`src/rtl/word_packer_pkg.sv`:
```
// Shared types and default sizing for the word_packer slice.
// The optional running sum is enabled by defining WORD_PACKER_SUM_EN.
package word_packer_pkg;

    typedef enum logic [0:0] {
        FILL = 1'b0,
        HOLD = 1'b1
    } state_t;

    localparam int NB_DATA_DEF = 8;
    localparam int N_WORD_DEF  = 8;
    localparam int NB_TOTAL    = NB_DATA_DEF * N_WORD_DEF;
    localparam int NB_PTR      = $clog2(N_WORD_DEF);
    localparam int NB_SUM      = NB_DATA_DEF + NB_PTR;

endpackage

```
`src/rtl/word_packer_acc.sv`:
```
// Signed load/accumulate register producing the running sum of a frame.
// Only instantiated when WORD_PACKER_SUM_EN is defined.
module word_packer_acc
    import word_packer_pkg::*;
#(
    parameter int NB_DATA = NB_DATA_DEF,
    parameter int NB_ACC  = NB_SUM
) (
    input  logic                     clock,
    input  logic                     reset,
    input  logic                     i_en,
    input  logic                     i_load,
    input  logic [NB_DATA-1:0]       i_data,
    output logic signed [NB_ACC-1:0] o_sum
);

    logic signed [NB_ACC-1:0] r_sum;
    logic signed [NB_ACC-1:0] w_word;

    assign w_word = signed'({{(NB_ACC - NB_DATA){i_data[NB_DATA-1]}}, i_data});

    // The first word of a frame loads, later words add; width covers the full frame.
    always_ff @(posedge clock) begin
        if (reset) begin
            r_sum <= '0;
        end else if (i_en) begin
            if (i_load) begin
                r_sum <= w_word;
            end else begin
                r_sum <= r_sum + w_word;
            end
        end
    end

    assign o_sum = r_sum;

endmodule

```
`src/rtl/word_packer.sv`:
```
// Streaming packer: N_WORD words of NB_DATA bits into one flat frame, word 0 at the LSBs.
// Define WORD_PACKER_SUM_EN to add the o_sum port with a signed frame sum.
module word_packer
    import word_packer_pkg::*;
#(
    parameter int NB_DATA = NB_DATA_DEF,
    parameter int N_WORD  = N_WORD_DEF
) (
    input  logic                          clock,
    input  logic                          reset,
    input  logic [NB_DATA-1:0]            i_data,
    input  logic                          i_valid,
    output logic                          o_ready,
    output logic [NB_DATA*N_WORD-1:0]     o_data,
    output logic                          o_valid,
    input  logic                          i_ready
`ifdef WORD_PACKER_SUM_EN
    ,
    output logic signed [NB_DATA+$clog2(N_WORD)-1:0] o_sum
`endif
);

    localparam int L_TOTAL = NB_DATA * N_WORD;
    localparam int L_PTR   = $clog2(N_WORD);
    localparam int L_SUM   = NB_DATA + L_PTR;
    localparam logic [L_PTR-1:0] PTR_LAST = L_PTR'(N_WORD - 1);

    state_t             r_state;
    state_t             w_state_nxt;
    logic [L_PTR-1:0]   r_ptr;
    logic [L_PTR-1:0]   w_ptr_nxt;
    logic               r_valid;
    logic               w_ready;
    logic               w_accept;
    logic [N_WORD-1:0]  w_slot_en;
    logic [L_TOTAL-1:0] w_frame;

    // Ready never looks at i_valid; it is held low while reset is asserted.
    assign w_ready  = !reset && ((r_state == FILL) || i_ready);
    assign w_accept = i_valid && w_ready;

    // Next-state and slot pointer; a release with a word waiting starts the next frame at slot 1.
    always_comb begin
        w_state_nxt = r_state;
        w_ptr_nxt   = r_ptr;
        case (r_state)
            FILL: begin
                if (w_accept) begin
                    if (r_ptr == PTR_LAST) begin
                        w_ptr_nxt   = '0;
                        w_state_nxt = HOLD;
                    end else begin
                        w_ptr_nxt   = r_ptr + L_PTR'(1);
                        w_state_nxt = FILL;
                    end
                end else begin
                    w_ptr_nxt   = r_ptr;
                    w_state_nxt = FILL;
                end
            end
            HOLD: begin
                if (i_ready) begin
                    w_state_nxt = FILL;
                    w_ptr_nxt   = w_accept ? L_PTR'(1) : '0;
                end else begin
                    w_state_nxt = HOLD;
                    w_ptr_nxt   = r_ptr;
                end
            end
            default: begin
                w_state_nxt = FILL;
                w_ptr_nxt   = '0;
            end
        endcase
    end

    // State, pointer and registered frame-valid flag.
    always_ff @(posedge clock) begin
        if (reset) begin
            r_state <= FILL;
            r_ptr   <= '0;
            r_valid <= 1'b0;
        end else begin
            r_state <= w_state_nxt;
            r_ptr   <= w_ptr_nxt;
            r_valid <= (w_state_nxt == HOLD);
        end
    end

    for (genvar k = 0; k < N_WORD; k++) begin : g_slot
        logic [NB_DATA-1:0] r_word;

        assign w_slot_en[k] = w_accept && (r_ptr == L_PTR'(k));

        // One slot register; untouched slots keep stale contents.
        always_ff @(posedge clock) begin
            if (reset) begin
                r_word <= '0;
            end else if (w_slot_en[k]) begin
                r_word <= i_data;
            end
        end

        assign w_frame[k*NB_DATA +: NB_DATA] = r_word;
    end

    assign o_ready = w_ready;
    assign o_valid = r_valid;
    assign o_data  = w_frame;

`ifdef WORD_PACKER_SUM_EN
    word_packer_acc #(
        .NB_DATA (NB_DATA),
        .NB_ACC  (L_SUM)
    ) u_acc (
        .clock  (clock),
        .reset  (reset),
        .i_en   (w_accept),
        .i_load (r_ptr == '0),
        .i_data (i_data),
        .o_sum  (o_sum)
    );
`endif

endmodule

```
`config.mk`:
```
export PLATFORM = sky130hd
export DESIGN_NAME = word_packer
export DESIGN_NICKNAME = d
export VERILOG_FILES = /design/src/rtl/word_packer_pkg.sv /design/src/rtl/word_packer_acc.sv /design/src/rtl/word_packer.sv
export SDC_FILE = /design/constraint.sdc
export NUM_CORES = 1
export LEC_CHECK = 0
export CORE_MARGIN = 8
export CORE_UTILIZATION = 44
export CTS_CLUSTER_SIZE = 30
export DETAILED_ROUTE_END_ITERATION = 16
export PLACE_DENSITY = 0.74
export SETUP_SLACK_MARGIN = 0.15
export SYNTH_ARGS = -nofsm -noshare
export SYNTH_HDL_FRONTEND = slang
export SYNTH_HIERARCHICAL = 1
export SYNTH_SLANG_ARGS = --single-unit
```
`constraint.sdc`:
```
create_clock -name clock -period 1.49 [get_ports clock]
set_clock_uncertainty 0.15 [all_clocks]
set_input_delay 0.2235 -clock clock [delete_from_list [all_inputs] [get_ports clock]]
set_output_delay 0.2235 -clock clock [all_outputs]
set_load 0.01 [all_outputs]
```
==> results of run 1 <==
==> power groups by stage <==
stage	Sequential [W]	Combinational [W]	Clock (W)
2_1_floorplan	0.00194	0.000158	0
4_1_cts	0.00188	0.000398	0.00186
3_5_place_dp	0.00192	0.000389	0
3_3_place_gp	0.00192	0.000383	0
6_report	0.00189	0.000414	0.00184
5_1_grt	0.00189	0.000442	0.00193
==> metrics by stage <==
step                power, W  hold slack (ps)  TNS [ps]  instance area, um2
floorplan            0.00209              198      -242                3020
global placement     0.00230              323    -18470                4020
detailed placement   0.00231              332    -19290                4020
CTS                  0.00414              197     -1270                4510
global route         0.00426              202     -4650                4500
finish               0.00414              191     -1670                4500
==> cells by family after synthesis <==
kind of cell               Yosys count  share of synthesized area
muxes                               49                      0.190
buffers and inverters               25                     0.0474
and+or+nand+nor                     98                      0.224
DFF                                 68                      0.460
adders and majority gates            6                     0.0254
AOI/OAI and AO/OA                   21                     0.0533
==> sequential cells by signal, summed over array words and instances (netlist names) <==
| name | flops |
|---|---|
| g_slot.r_word | 64 |
| r_ptr | 3 |
| o_valid | 1 |
==> cell type report <==
cell class              count  area [um2]  area share
repair buffers            120        1100       0.244
well taps                  80         100      0.0222
inverters                   5        22.5     0.00501
multi-input cells         175        1670       0.370
clock buffers              10         128      0.0284
flip-flops and latches     68        1370       0.305
clock inverters             6         113      0.0250
==> placed cells by master (no fill, tap or decap), types with 3 or more instances in the layout <==
cell and instances:
dfxtp_1 64, nor2b_1 47, mux2_2 34, clkdlybuf4s15_1 34
clkbuf_2 28, buf_4 23, nand4_1 16, o211ai_1 16
nand2_1 16, mux2_4 14, buf_6 14, clkbuf_8 9
clkdlybuf4s50_1 9, ha_4 6, buf_12 5, nand4_4 4
nand3_4 4, inv_1 3, bufinv_16 3
==> final timing paths <==
check                                     end                             start
max          g_slot[4].r_word[7]$_SDFFE_PP0P_             r_ptr[0]$_SDFFE_PP0P_
min                     r_ptr[2]$_SDFFE_PP0P_                             reset
max reg2reg  g_slot[4].r_word[7]$_SDFFE_PP0P_             r_ptr[0]$_SDFFE_PP0P_
min reg2reg  g_slot[1].r_word[4]$_SDFFE_PP0P_  g_slot[1].r_word[4]$_SDFFE_PP0P_
==> layer usage <==
layer  up-vias  GRT usage  share of wire
met1      1146      0.191           0.42
met3        16     0.0683          0.080
met4         0     0.0803          0.020
li1       1163          -              -
met5         -          0              0
met2        85      0.293           0.48
==> tightest hold or removal path, cell delays in order <==
cell and delay, ps:
buf_2 190, buf_4 190, nor2_1 50
==> what timing repair did <==
action,4_1_cts,5_1_grt
endpoints found under the setup margin,133,123
pin swaps,11,16
setup buffers,8,2
hold buffers,0,0
gates resized for setup,157,68
cloned,2,1
==> impl_metrics.toml, run 1 <==
[run_status]
status = "finished, violations left"
violations = "setup timing"

[worst_setup_path]
crit_slowest_cell = "dfxtp_4"
worst-r2r-setup-slack_ps = -70
critPathCaptureType = "flop"
start_kind = "flop"
crit_fanout = 8
arrival_ps = 1650
required_ps = 1580
cp_slowest_stage_delay_ps = 400
critical_path_class = "flop to flop"
critPathBufInv = 1
cpLargestDelayFamily = "flip-flops"
cp.depth = 4
crit_chain = "clkinvlp_4, ha_4, nand4_4, mux2_2"
reg2regPathDepth = 4

[logic_synthesis]
async_flop_share = 0
ys_seq_elements = 68
ys_warn_count = 6
synth_cell_types = 35
synth.avg_cell_area_um2 = 11.1
netlist_top_cells_count = "68 x dfxtp_1, 47 x nor2b_1, 43 x mux2_2"
synth_top_area_share = 0.460
synth_area_mm2 = 0.00296
synth-seq-area-share = 0.460
synth_ff_type = "dfxtp_1"
syn_inst = 267
yosysMostFrequentCell = "dfxtp_1"
synthesis.nets = 285
yosysTopAreaCell = "dfxtp_1"
synth_edf_count = 0
synth_area_leaders = "dfxtp_1 46%, mux2_2 16%, nor2b_1 9.9%"

[sta]
fin_crit_ps = 1560
finalCritPeriodShare = 1.05
max_freq_mhz = 640
relSlewSlack = 0.714
tightestPinTransition_ps = 428
maxSlewViolCount = 0
setup_slack_ps = -72.9
rsz0062_at_grt = "yes"
setup_viol = 53
final-hold-violation-count = 0

[cells_and_area]
syn_to_final_growth_pct = 52.1
n_antenna_cell = 0
final_layout_size_suffix_gt1_frac = 0.440
final_cells = 464
nets = 397
fillers = 475
fin_util = 0.677

[grt]
grt_pass1_vias = 2580
grt_pass1_wl_mm = 13.4
grt_max_degree = 44
antenna_found_initial = 0
globalRouteOverflowTotal = 0
grt_usage = 0.175

[route]
drc_errors = 0
final_antenna_net_count = 0
finalWirelength_mm = 8.46
viasPerCell = 5.19
via_count = 2410
dr.first_iter.drc_count = 74
post_drt_wl_per_cell_um = 18.2
dr.pass1.iters = 4

[clock_tree]
cts_tree = "yes"
cts_root_buf = "clkbuf_8"
clock_sinks = 68
cts_made_buffers = 9
clk_path_buf_depth = 2
clk_latency_ps = 340
htree_levels = 3
clkTransAtPathRegs_ps = 80

[pwr]
ir_drop_uv = 734
p_clk_frac = 0.444
power_frac_seq = 0.456
sw_frac_of_total = 0.231
p_comb_frac = 0.100
p_per_area_mw_per_mm2 = 920
power.leakage_nw = 2.00
switchingPower_w = 0.000957
internal-power_w = 0.00318

[die]
rows = 30
dieArea_mm2 = 0.00960
die_height_um = 98.0
initial_core_util = 0.445
die_w_um = 98.0
coreArea_mm2 = 0.00664
io_pins = 78

[place]
dp_slack_ps = -441
gp_congestion = 0.796
portBuffers = 77
dpl.hpwl_mm = 5.48
post-place-cells = 435

[hold_path]
hold_class = "input port to flop"
whs_path_depth = 3

[run]
max_cap_viol_count = 0
Note: power is estimated with default switching activity, not from simulation.
==> inputs of run 2 (changes only) <==
ABC_CLOCK_PERIOD_IN_PS = 1490   (was default)
==> results of run 2 <==
The final DEF is identical to that of run 1; final timing and power are the same.
==> inputs of run 3 (changes only) <==
ABC_CLOCK_PERIOD_IN_PS = 1320   (was 1490)
REMOVE_ABC_BUFFERS = 1   (was default)
clock period = 1.32 ns   (was 1.49 ns; I/O delays follow)
==> impl_metrics.toml, run 3 (synthesis results as in run 1) <==
[grt]
antenna_found_initial = 0
grt_pass1_vias = 2419
globalRouteOverflowTotal = 0
grt_pass1_wl_mm = 12.8
grt_usage = 0.166
grt_max_degree = 33

[die]
die_w_um = 98.0
initial_core_util = 0.445
dieArea_mm2 = 0.00960
coreArea_mm2 = 0.00664
die_height_um = 98.0
io_pins = 78
rows = 30

[worst_setup_path]
cp_slowest_stage_delay_ps = 370
critical_path_class = "flop to flop"
critical_path.most_common_cell = "ha_4"
start_kind = "flop"
worst-r2r-setup-slack_ps = -170
required_ps = 1400
critPathBufInv = 0
critPathCaptureType = "flop"
crit_slowest_cell = "dfxtp_4"
cpLargestDelayFamily = "flip-flops"
arrival_ps = 1560
crit_fanout = 8
crit_chain = "ha_4, ha_4, nand3_4, mux2_2"

[clock_tree]
clkTransAtPathRegs_ps = 70
clock_sinks = 68
cts_made_buffers = 9
clk_path_buf_depth = 2
clk_latency_ps = 330
htree_levels = 3
cts_root_buf = "clkbuf_8"
cts_tree = "yes"

[pwr]
p_per_area_mw_per_mm2 = 989
ir_drop_uv = 619
power.leakage_nw = 1.98
p_total_w = 0.00430

[cells_and_area]
final_cell_area_mm2 = 0.00435
seqCellArea_mm2 = 0.00145
n_antenna_cell = 0
layout_commonest_cell = "dfxtp_2"
syn_to_final_growth_pct = 47.0
multi_input_area_mm2 = 0.00166
regMostFlops = "g_slot.r_word"
final_cell_mix = "57 x dfxtp_2, 46 x nor2b_1, 41 x buf_6, 30 x buf_2, 29 x mux2_2"
nets = 382
final_layout_size_suffix_gt1_frac = 0.656
largest_register_ffs = 64
fillers = 538
fin_util = 0.655

[sta]
tightestPinTransition_ps = 363
final-hold-violation-count = 0
maxSlewViolCount = 0
setup_slack_ps = -166
max_freq_mhz = 673
rsz0062_at_grt = "yes"
fin_crit_ps = 1490
finalCritPeriodShare = 1.13
relSlewSlack = 0.757
fin_tns_setup_ps = -7610
setup_viol = 67

[hold_path]
hold_class = "input port to flop"

[place]
placed_area_mm2 = 0.00389
portBuffers = 77
dpl.hpwl_mm = 5.23
gp_congestion = 0.858

[route]
dr.pass1.iters = 4
dr.first_iter.drc_count = 85
final_antenna_net_count = 0
drc_errors = 0
finalWirelength_mm = 8.18
post_drt_wl_per_cell_um = 18.2
via_count = 2331
viasPerCell = 5.19

[run_status]
violations = "setup timing"
status = "finished, violations left"

[run]
max_cap_viol_count = 0
run 3: cell type report:
| cell class | count | share of cell area |
|---|---|---|
| multi-input combinational | 175 | 0.383 |
| sequential | 68 | 0.333 |
| timing repair buffer | 105 | 0.210 |
| clock buffer | 13 | 0.0365 |
| tap | 80 | 0.0230 |
| clock inverter | 3 | 0.0104 |
| inverter | 5 | 0.00432 |
run 3: path summary, 6_finish.rpt:
check                                                       from                               end  cells past startpoint
worst max-delay path                       r_ptr[1]$_SDFFE_PP0P_  g_slot[3].r_word[7]$_SDFFE_PP0P_                      4
worst min-delay path                                       reset             r_ptr[1]$_SDFFE_PP0P_                      3
worst max register to register             r_ptr[1]$_SDFFE_PP0P_  g_slot[3].r_word[7]$_SDFFE_PP0P_                      4
worst min register to register  g_slot[5].r_word[6]$_SDFFE_PP0P_  g_slot[5].r_word[6]$_SDFFE_PP0P_                      2
run 3: routing by layer:
| metal | global-route usage | vias to the layer above | share of wire |
|---|---|---|---|
| li1 | - | 1131 | - |
| met1 | 0.200 | 1116 | 0.43 |
| met2 | 0.272 | 74 | 0.49 |
| met3 | 0.0541 | 10 | 0.065 |
| met4 | 0.0540 | 0 | 0.013 |
| met5 | 0 | - | 0 |
run 3: repair_timing:
action | CTS | global route
gates resized for setup | 332 | 82
endpoints found under the hold margin | 0 | 0
cloned | 1 | 0
setup endpoints to repair | 134 | 127
pin swaps | 7 | 7
hold buffers | 0 | 0
buffers inserted | 4 | 2
run 3: worst register-to-register path: stages (launching register included):
cell and delay (ps):
dfxtp_4 370, ha_4 180, ha_4 160, nand3_4 160, mux2_2 360
run 3: power breakdown:
| part | total [W] | switching [W] | internal (W) |
|---|---|---|---|
| combinational | 0.000427 | 0.000213 | 0.000214 |
| clock | 0.00174 | 0.000763 | 0.000978 |
| sequential | 0.00213 | 0.0000346 | 0.00210 |
| total | 0.00430 | 0.00101 | 0.00329 |
run 3: per-stage QoR:
| step | worst slack, ps | hold slack (ps) | std cells |
|---|---|---|---|
| global route | -199 | 133 | 449 |
| floorplan | -432 | 120 | 247 |
| finish | -166 | 120 | 449 |
| CTS | -151 | 94.9 | 447 |
| global placement | -607 | 310 | 426 |
| detailed placement | -630 | 329 | 426 |
